## src/rtl/wrapper_output_capture_buffer.sv

```systemverilog
// Capture buffer behind a compute engine. Only engine strobes that answer an
// accepted last-beat are kept; they are queued in a small FIFO for the DMA side.
module wrapper_output_capture_buffer #(
   parameter int DATAWIDTH = 256,
   parameter int DEPTH     = 4,
   parameter int PENDWIDTH = 4,
   parameter int CNTWIDTH  = 16
) (
   input  logic                       HCLK,
   input  logic                       HRESETn,
   input  logic                       sync_rst,
   input  logic                       in_valid,
   input  logic                       in_ready,
   input  logic                       in_last,
   input  logic [DATAWIDTH-1:0]       eng_data,
   input  logic                       eng_valid,
   output logic [DATAWIDTH-1:0]       out_data,
   output logic                       out_valid,
   output logic                       out_last,
   input  logic                       out_ready,
   input  logic [$clog2(DEPTH):0]     req_thresh,
   output logic                       out_data_req,
   output logic [$clog2(DEPTH):0]     level,
   output logic                       overflow,
   output logic                       pend_err,
   output logic [CNTWIDTH-1:0]        drop_count,
   input  logic                       clear_status
);

   localparam int AW = $clog2(DEPTH);
   localparam int LW = AW + 1;

   logic [DATAWIDTH-1:0] mem_q [DEPTH];
   logic [DATAWIDTH-1:0] mem_d [DEPTH];
   logic [AW-1:0]        wr_ptr_q, wr_ptr_d;
   logic [AW-1:0]        rd_ptr_q, rd_ptr_d;
   logic [LW-1:0]        level_q, level_d;
   logic [PENDWIDTH-1:0] pending_q, pending_d;
   logic                 overflow_q, overflow_d;
   logic                 pend_err_q, pend_err_d;
   logic [CNTWIDTH-1:0]  drop_count_q, drop_count_d;

   logic last_acc, final_res, pop, push, full, drop_ev, pend_ev;

   always_comb begin
      last_acc  = in_valid & in_ready & in_last;
      final_res = eng_valid & (pending_q != '0);
      full      = (level_q == LW'(DEPTH));
      pop       = (level_q != '0) & out_ready;
      // a full FIFO still accepts when the head leaves in the same cycle
      push      = final_res & (~full | pop);
      drop_ev   = final_res & full & ~pop;
      pend_ev   = last_acc & ~final_res & (pending_q == '1);

      pending_d = pending_q;
      if (last_acc && !final_res) begin
         if (pending_q != '1) pending_d = pending_q + PENDWIDTH'(1);
      end else if (final_res && !last_acc) begin
         pending_d = pending_q - PENDWIDTH'(1);
      end

      mem_d = mem_q;
      if (push) mem_d[wr_ptr_q] = eng_data;
      wr_ptr_d = push ? wr_ptr_q + AW'(1) : wr_ptr_q;
      rd_ptr_d = pop  ? rd_ptr_q + AW'(1) : rd_ptr_q;

      case ({push, pop})
         2'b10:   level_d = level_q + LW'(1);
         2'b01:   level_d = level_q - LW'(1);
         default: level_d = level_q;
      endcase

      overflow_d   = clear_status ? 1'b0 : overflow_q;
      pend_err_d   = clear_status ? 1'b0 : pend_err_q;
      drop_count_d = clear_status ? '0 : drop_count_q;
      if (drop_ev) begin
         overflow_d = 1'b1;
         if (drop_count_d != '1) drop_count_d = drop_count_d + CNTWIDTH'(1);
      end
      if (pend_ev) pend_err_d = 1'b1;

      if (sync_rst) begin
         for (int i = 0; i < DEPTH; i++) mem_d[i] = '0;
         wr_ptr_d     = '0;
         rd_ptr_d     = '0;
         level_d      = '0;
         pending_d    = '0;
         overflow_d   = 1'b0;
         pend_err_d   = 1'b0;
         drop_count_d = '0;
      end
   end

   always_ff @(posedge HCLK or negedge HRESETn) begin
      if (!HRESETn) begin
         for (int i = 0; i < DEPTH; i++) mem_q[i] <= '0;
         wr_ptr_q     <= '0;
         rd_ptr_q     <= '0;
         level_q      <= '0;
         pending_q    <= '0;
         overflow_q   <= 1'b0;
         pend_err_q   <= 1'b0;
         drop_count_q <= '0;
      end else begin
         mem_q        <= mem_d;
         wr_ptr_q     <= wr_ptr_d;
         rd_ptr_q     <= rd_ptr_d;
         level_q      <= level_d;
         pending_q    <= pending_d;
         overflow_q   <= overflow_d;
         pend_err_q   <= pend_err_d;
         drop_count_q <= drop_count_d;
      end
   end

   always_comb begin
      out_valid    = (level_q != '0);
      out_last     = out_valid;
      out_data     = out_valid ? mem_q[rd_ptr_q] : '0;
      out_data_req = (req_thresh != '0) && (level_q >= req_thresh);
      level        = level_q;
      overflow     = overflow_q;
      pend_err     = pend_err_q;
      drop_count   = drop_count_q;
   end

endmodule

```

## config.mk

```make
export PLATFORM = sky130hd
export DESIGN_NAME = wrapper_output_capture_buffer
export DESIGN_NICKNAME = d
export VERILOG_FILES = /design/src/rtl/wrapper_output_capture_buffer.sv
export SDC_FILE = /design/constraint.sdc
export NUM_CORES = 2
export LEC_CHECK = 0
export CAP_MARGIN = 20
export CORE_AREA = 2 2 291 293
export CTS_CLUSTER_DIAMETER = 80
export CTS_CLUSTER_SIZE = 20
export DETAILED_ROUTE_END_ITERATION = 10
export DIE_AREA = 0 0 293 295
export PLACE_DENSITY = 0.91
export RECOVER_POWER = 100
export SYNTH_ARGS = -nofsm -noshare
export SYNTH_HDL_FRONTEND = slang
export SYNTH_SLANG_ARGS = --single-unit
```

## constraint.sdc

```tcl
create_clock -name HCLK -period 2.85 [get_ports HCLK]
set_input_delay 0.4275 -clock HCLK [delete_from_list [all_inputs] [get_ports HCLK]]
set_output_delay 0.4275 -clock HCLK [all_outputs]
set_load 0.02 [all_outputs]
```

# Word-level counts from Yosys, hierarchy flattened
# Index checks and enable logic that the tools add are counted.
dict set report word_totals {
  out_inout_bits 280
  register_bits 1053
  word_cells 88
  in_bits 268
}
dict set report classes {
  n_addsub 7
  mux 28
  eq_ne 7
  n_bitwise 15
  n_reduce_logical 16
  magnitude_cmp 4
}
# operator n
set op_table {}
lappend op_table {{two-way mux 1024 bit} 2}
lappend op_table {{bitwise mux 1024 bit} 1}
lappend op_table {{two-way mux 256 bit} 4}
lappend op_table {{binary-select mux 256 bit (select 2 bit)} 1}
lappend op_table {{demux 256 bit (select 2 bit)} 1}
lappend op_table {{two-way mux 16 bit} 4}
lappend op_table {{nonzero test 3 bit} 6}
lappend op_table {{adder 16 x 1 -> 16 bit (second input constant)} 1}
lappend op_table {{two-way mux 4 bit} 4}
lappend op_table {{!= test 16 bit (second input constant)} 1}
lappend op_table {{AND 1 bit} 9}
lappend op_table {{two-way mux 2 bit} 4}
lappend op_table {{>= comparator 3 bit (second input constant)} 2}
lappend op_table {{NOT 2 -> 3 bit} 2}
lappend op_table {{one-hot mux 3 bit (2 select lines)} 1}
lappend op_table {{two-way mux 1 bit} 5}
lappend op_table {{adder 2 x 1 -> 2 bit (second input constant)} 2}
lappend op_table {{adder 4 x 1 -> 4 bit (second input constant)} 1}
lappend op_table {{equality test 4 bit (second input constant)} 1}
lappend op_table {{logical AND 1 bit} 4}
lappend op_table {{!= test 4 bit (second input constant)} 1}
lappend op_table {{nonzero test 2 bit} 2}
lappend op_table {{nonzero test 4 bit} 1}
lappend op_table {{subtractor 4 x 1 -> 4 bit (second input constant)} 1}
lappend op_table {{other kinds (13)} 16}

# Longest topological paths before layout
dict set report logic_depth {
  word_depth 8
  ltp_mapped 11
  depth_no_buf 10
}

# Worst setup path before layout
# No wires, ideal clock.
dict set report synth_timing {
  kind {reg-to-reg}
  start {register level_q[1] (netlist: level[1])}
  end {register level_q[2] (netlist: level[2])}
  setup_time_ns 0.082
  path_buffers 3
  arrival_ns 2.605
  required_ns 2.768
  slack_ns 0.163
  path_stages_with_launch 11
  period_less_slack_ns 2.687
  cell_sequence {dfrtp_1 > clkbuf_1 > or3_1 > clkbuf_1 > clkbuf_1 > nand2_1 > nor2_1 > fa_1 > or3_1 > a21o_1 > a31oi_1}
}
dict set report synth_via {
  elab_chain_len 7
  elab_cells_between_ends 13
  classes_between {2 x add/sub; 3 x eq/ne; 2 x mux; 4 x bitwise; 2 x reduce/logical}
}
# element line
set synth_lines {}
lappend synth_lines {{from (decl)} 37} ;# logic [LW-1:0] level_q, level_d;
lappend synth_lines {{from (signal assigned)} 108} ;# level_q <= level_d;
lappend synth_lines {{nonzero test 3 bit or equality test 3 bit (tied branches)} {49, 48}}
lappend synth_lines {{AND 1 bit or NOT 1 bit (tied branches)} {49, 51}}
lappend synth_lines {{bitwise OR 1 bit} 51} ;# push = final_res & (~full | pop);
lappend synth_lines {{AND 1 bit} 51}
lappend synth_lines {{equality test 2 x 1 -> 1 bit or equality test 2 bit (tied branches)} 67} ;# case ({push, pop})
lappend synth_lines {{one-hot mux 3 bit (2 select lines)} 67}
lappend synth_lines {{two-way mux 3 bit} 82} ;# if (sync_rst) begin
# Parallel ways exist; a longest one is shown, timed or not.
# A chain may end at the register's enable or synchronous reset.

# Worst setup path in the final report
dict set report layout_timing {
  start {register rd_ptr_q[0]}
  end {output out_data[220]}
}
dict set report layout_via {
  elab_chain_len 5
}
# element line
set layout_lines {}
lappend layout_lines {{from (decl)} 36} ;# logic [AW-1:0] rd_ptr_q, rd_ptr_d;
lappend layout_lines {{from (signal assigned)} 107} ;# rd_ptr_q <= rd_ptr_d;
lappend layout_lines {{NOT 2 -> 3 bit (implied by the code)} 119} ;# out_data = out_valid ? mem_q[rd_ptr_q] : '0;
lappend layout_lines {{binary-select mux 256 bit (select 2 bit)} 119}
lappend layout_lines {{two-way mux 256 bit (implied by the code) (2 in series)} 119}
lappend layout_lines {{two-way mux 256 bit} 119}
lappend layout_lines {{to (decl)} 17} ;# output logic [DATAWIDTH-1:0] out_data,
# No other way between the ends. The select of a mux whose other input is x is not followed.

==> summary.md <==
| Metric | Value |
|---|---|
| Post-Route Skew | `0.0289 ns` |
| CTS tree | `built` |
| Total Nets Final | `3958` |
| Sw Share | `32.9%` |
| Yosys cell types | `51` |
| Status | `complete, but fails checks` |
| Pwr/cell area | `718 mW/mm²` |
| #FFs+latches synth | `1053` |
| Root Buffer | `clkbuf_16` |
| Number of global-route vias before repair | `35.5k` |
| Hold Violations, Final | `0` |
| Std-Cell Rows | `106` |
| Clock tree buffer depth | `3` |
| Placed Cells | `4584` |
| Setup ws final | `-0.189 ns` |
| Sequential share of power | `42.9%` |
| Total gr overflow | `0` |
| EDFF count, synth | `0` |
| Filler Cells Inserted | `4934` |
| Worst-path clk slew | `0.09 ns` |
| Core footprint | `0.0832 mm²` |
| H-tree levels | `2` |
| Leakage dissipation | `0.0265 µW` |
| Endpoint class of the critical path | `primary output` |
| Worst-margin pin slew | `1.70 ns` |
| Avg WL per Cell | `32.6 µm` |
| Share of cells above drive strength 1 | `28.6%` |
| Die Wd | `293 µm` |
| Ports | `548` |
| Largest net degree at the start of global routing | `106` |
| Power, Total | `41100 µW` |
| Port-buffer cells | `547` |
| GRT Total Usage | `33.3%` |
| Detailed Route WL | `156000 µm` |
| Initial drt markers | `4619` |
| Failing checks | `capacitance limit, slew limit, setup timing` |
| Critical-path cell list | `buf_4 -> clkbuf_16 -> mux4_2 -> and2_1 -> dlygate4sd2_1` |
| CP max stage delay | `0.54 ns` |
| Gpl congestion | `0.852` |
| Mapped Area | `0.0464 mm²` |
| Via count | `35.1k` |
| First-pass GRT wire length | `222000 µm` |
| Cts bufs inserted | `60` |
| Area of the multi-input gates | `0.0180 mm²` |
| Tcrit/Tclk final | `107%` |
| Slew Limit Fails | `49` |
| Fin crit period | `3.04 ns` |
| Initial antenna violation count | `29` |
| Seq. cell area | `0.0264 mm²` |
| Initial core utilization | `55.8%` |
| Area delta synth->final | `23.4%` |
| Setup Viol. Count Final | `244` |
| DR pass1 iterations | `6` |
| Post-Place Setup Slack | `0.0202 ns` |
| Register area share after synthesis | `56.8%` |
| Fmax | `0.329 GHz` |
| Required time worst endpoint | `2.42 ns` |
| Vias per Instance | `7.33` |
| Non-Filler Instances | `4790` |
| Cells after synthesis | `3093` |
| Async set or reset register ratio after synthesis | `100%` |
| DP Area | `0.0534 mm²` |
| Worst setup SP type | `flop` |
| Design area | `0.0572 mm²` |
| Slowest cell on the critical path | `mux4_2` |
| Antenna-violating nets left | `0` |
| Sink Count | `1053` |
| Worst vdd ir | `0.709 mV` |
| Min-delay worst type | `in2reg` |
| Ys Warns | `0` |
| Die H | `295 µm` |
| Die area | `0.0864 mm²` |
| Syn Nets | `3372` |
| Most frequently used flop master after synthesis | `dfrtp_1` |
| Combinational power share | `35.0%` |
| DP Wirelength | `87000 µm` |
| Syn_area_per_cell | `15.0 µm²` |
| Pint | `27600 µW` |
| Clk pwr share | `22.1%` |
| CP arrival | `2.61 ns` |
| Switch Pwr | `13500 µW` |
| CP Class | `reg2out` |
| Max-cap violations | `1` |
| Clk Latency, worst-skew pair | `0.68 ns` |
| RSZ-0062 raised after global routing | `true` |
| Residual DRC count | `0` |
| Worst-path fanout max | `6` |
| Rel. slew slack | `-13.3%` |
area by class of cell:
cell class	count	area share [%]
Tap cell	1080	2.36
Clock buffer	64	2.70
Timing Repair Buffer	849	17.1
Multi-Input combinational cell	1708	31.5
Inverter	7	0.0459
Clock inverter	9	0.230
Antenna cell	20	0.0874
Sequential cell	1053	46.1
logic make-up (layout without fill, tap and decap cells):
logic type	count (synthesis)	in the layout	share of synthesized area, %
AOI/OAI and AO/OA	1069	1069	20.1
and+or+nand+nor	354	354	4.62
muxes	260	260	12.5
other	0	20	0
xor gates and xnor gates	14	14	0.264
DFF	1053	1053	56.8
adders and majority gates	11	11	0.313
buffers and inverters	332	929	5.38
cell usage in the layout, fill, tap and decap left out, types with 10 or more instances in the layout:
| cell | n |
|---|---|
| dlygate4sd2_1 | 46 |
| buf_6 | 261 |
| mux4_2 | 256 |
| dlygate4sd3_1 | 22 |
| ha_1 | 10 |
| clkbuf_4 | 18 |
| and2_1 | 50 |
| clkbuf_16 | 65 |
| dfrtp_1 | 1051 |
| buf_4 | 67 |
| a21oi_1 | 17 |
| clkdlybuf4s50_1 | 266 |
| buf_12 | 84 |
| a22o_1 | 1024 |
| nand2_1 | 15 |
| nor2_1 | 31 |
| buf_8 | 20 |
| and2_4 | 210 |
| xnor2_1 | 11 |
| buf_16 | 20 |
| clkbuf_2 | 26 |
| diode_2 | 20 |
worst paths after layout:
| kind | from | endpoint | slack [ns] | cells past startpoint |
|---|---|---|---|---|
| max | rd_ptr_q[0]$_DFFE_PN0P_ | out_data[220] | -0.19 | 5 |
| min | eng_data[168] | mem_q[936]$_DFFE_PN0P_ | 0.45 | 2 |
| max reg2reg | pending_q[3]$_DFFE_PN0P_ | mem_q[618]$_DFFE_PN0P_ | -0.07 | 7 |
| min reg2reg | mem_q[244]$_DFFE_PN0P_ | mem_q[244]$_DFFE_PN0P_ | 0.50 | 1 |
| max in group asynchronous | HRESETn | mem_q[356]$_DFFE_PN0P_ | 0.20 | 3 |
| min in group asynchronous | HRESETn | mem_q[314]$_DFFE_PN0P_ | 0.76 | 2 |
layer usage:
| layer | up-vias | global-route usage (%) | share of wire (%) |
|---|---|---|---|
| li1 | 13300 | - | - |
| met1 | 17800 | 42.9 | 33 |
| met2 | 3175 | 52.6 | 48 |
| met3 | 850 | 8.65 | 12 |
| met4 | 22 | 17.2 | 7.2 |
| met5 | - | 0 | 0.088 |
power by group through the flow:
stage / clock network, µW / logic, µW / registers, µW
final: 9090 / 14400 / 17600
after global routing: 9670 / 14900 / 17700
after CTS: 9020 / 13200 / 17400
after detailed placement: 0 / 11300 / 17700
after global placement: 0 / 11000 / 17600
after floorplan: 0 / 7010 / 17300
per-stage QoR:
step / setup TNS [ns] / hold slack [ns] / utilization, %
after global placement: 0 / 0.438 / 64.2
final: -16.90 / 0.448 / 68.8
after detailed placement: 0 / 0.436 / 64.2
after CTS: -29.97 / 0.323 / 67.9
after global routing: -64.00 / 0.446 / 68.8
after floorplan: 0 / 0.132 / -
synthesized netlist by cell type, types with 4 or more instances:
master	n	area (µm²)
a21oi_1	13	65.1
a21oi_4	4	65.1
a22o_1	1024	8970
and2_1	262	1640
buf_1	4	15.0
buf_2	49	245
buf_4	85	638
buf_6	116	1310
clkbuf_1	71	267
dfrtp_1	1053	26400
ha_1	10	125
inv_1	7	26.3
mux4_2	256	5770
nand2_1	15	56.3
nand3_1	7	35.0
nand4_1	7	43.8
nor2_1	30	113
nor2b_1	6	37.5
o211ai_1	5	37.5
o21ai_0	6	30.0
or3_1	7	43.8
xnor2_1	11	96.3
state kept, by name, indices dropped and copies added (netlist names):
signal	count
drop_count	16
level	3
mem_q	1024
overflow	1
pend_err	1
pending_q	4
rd_ptr_q	2
wr_ptr_q	2
critical path: cells and delay by family (launching register included):
family | cells | cell delay [ns]
buffers and inverters | 3 | 0.76
muxes | 1 | 0.54
DFF | 1 | 0.46
and+or+nand+nor | 1 | 0.18
timing repair:
| item | in CTS | in global routing |
|---|---|---|
| endpoints found under the setup margin | 259 | 257 |
| pin swaps | 51 | 25 |
| setup buffers | 66 | 33 |
| hold endpoints to repair | 28 | 0 |
| resized for setup | 1266 | 381 |
| hold buffers | 1 | 0 |
| cloned | 20 | 4 |
Note: power is estimated with default switching activity, not from simulation.
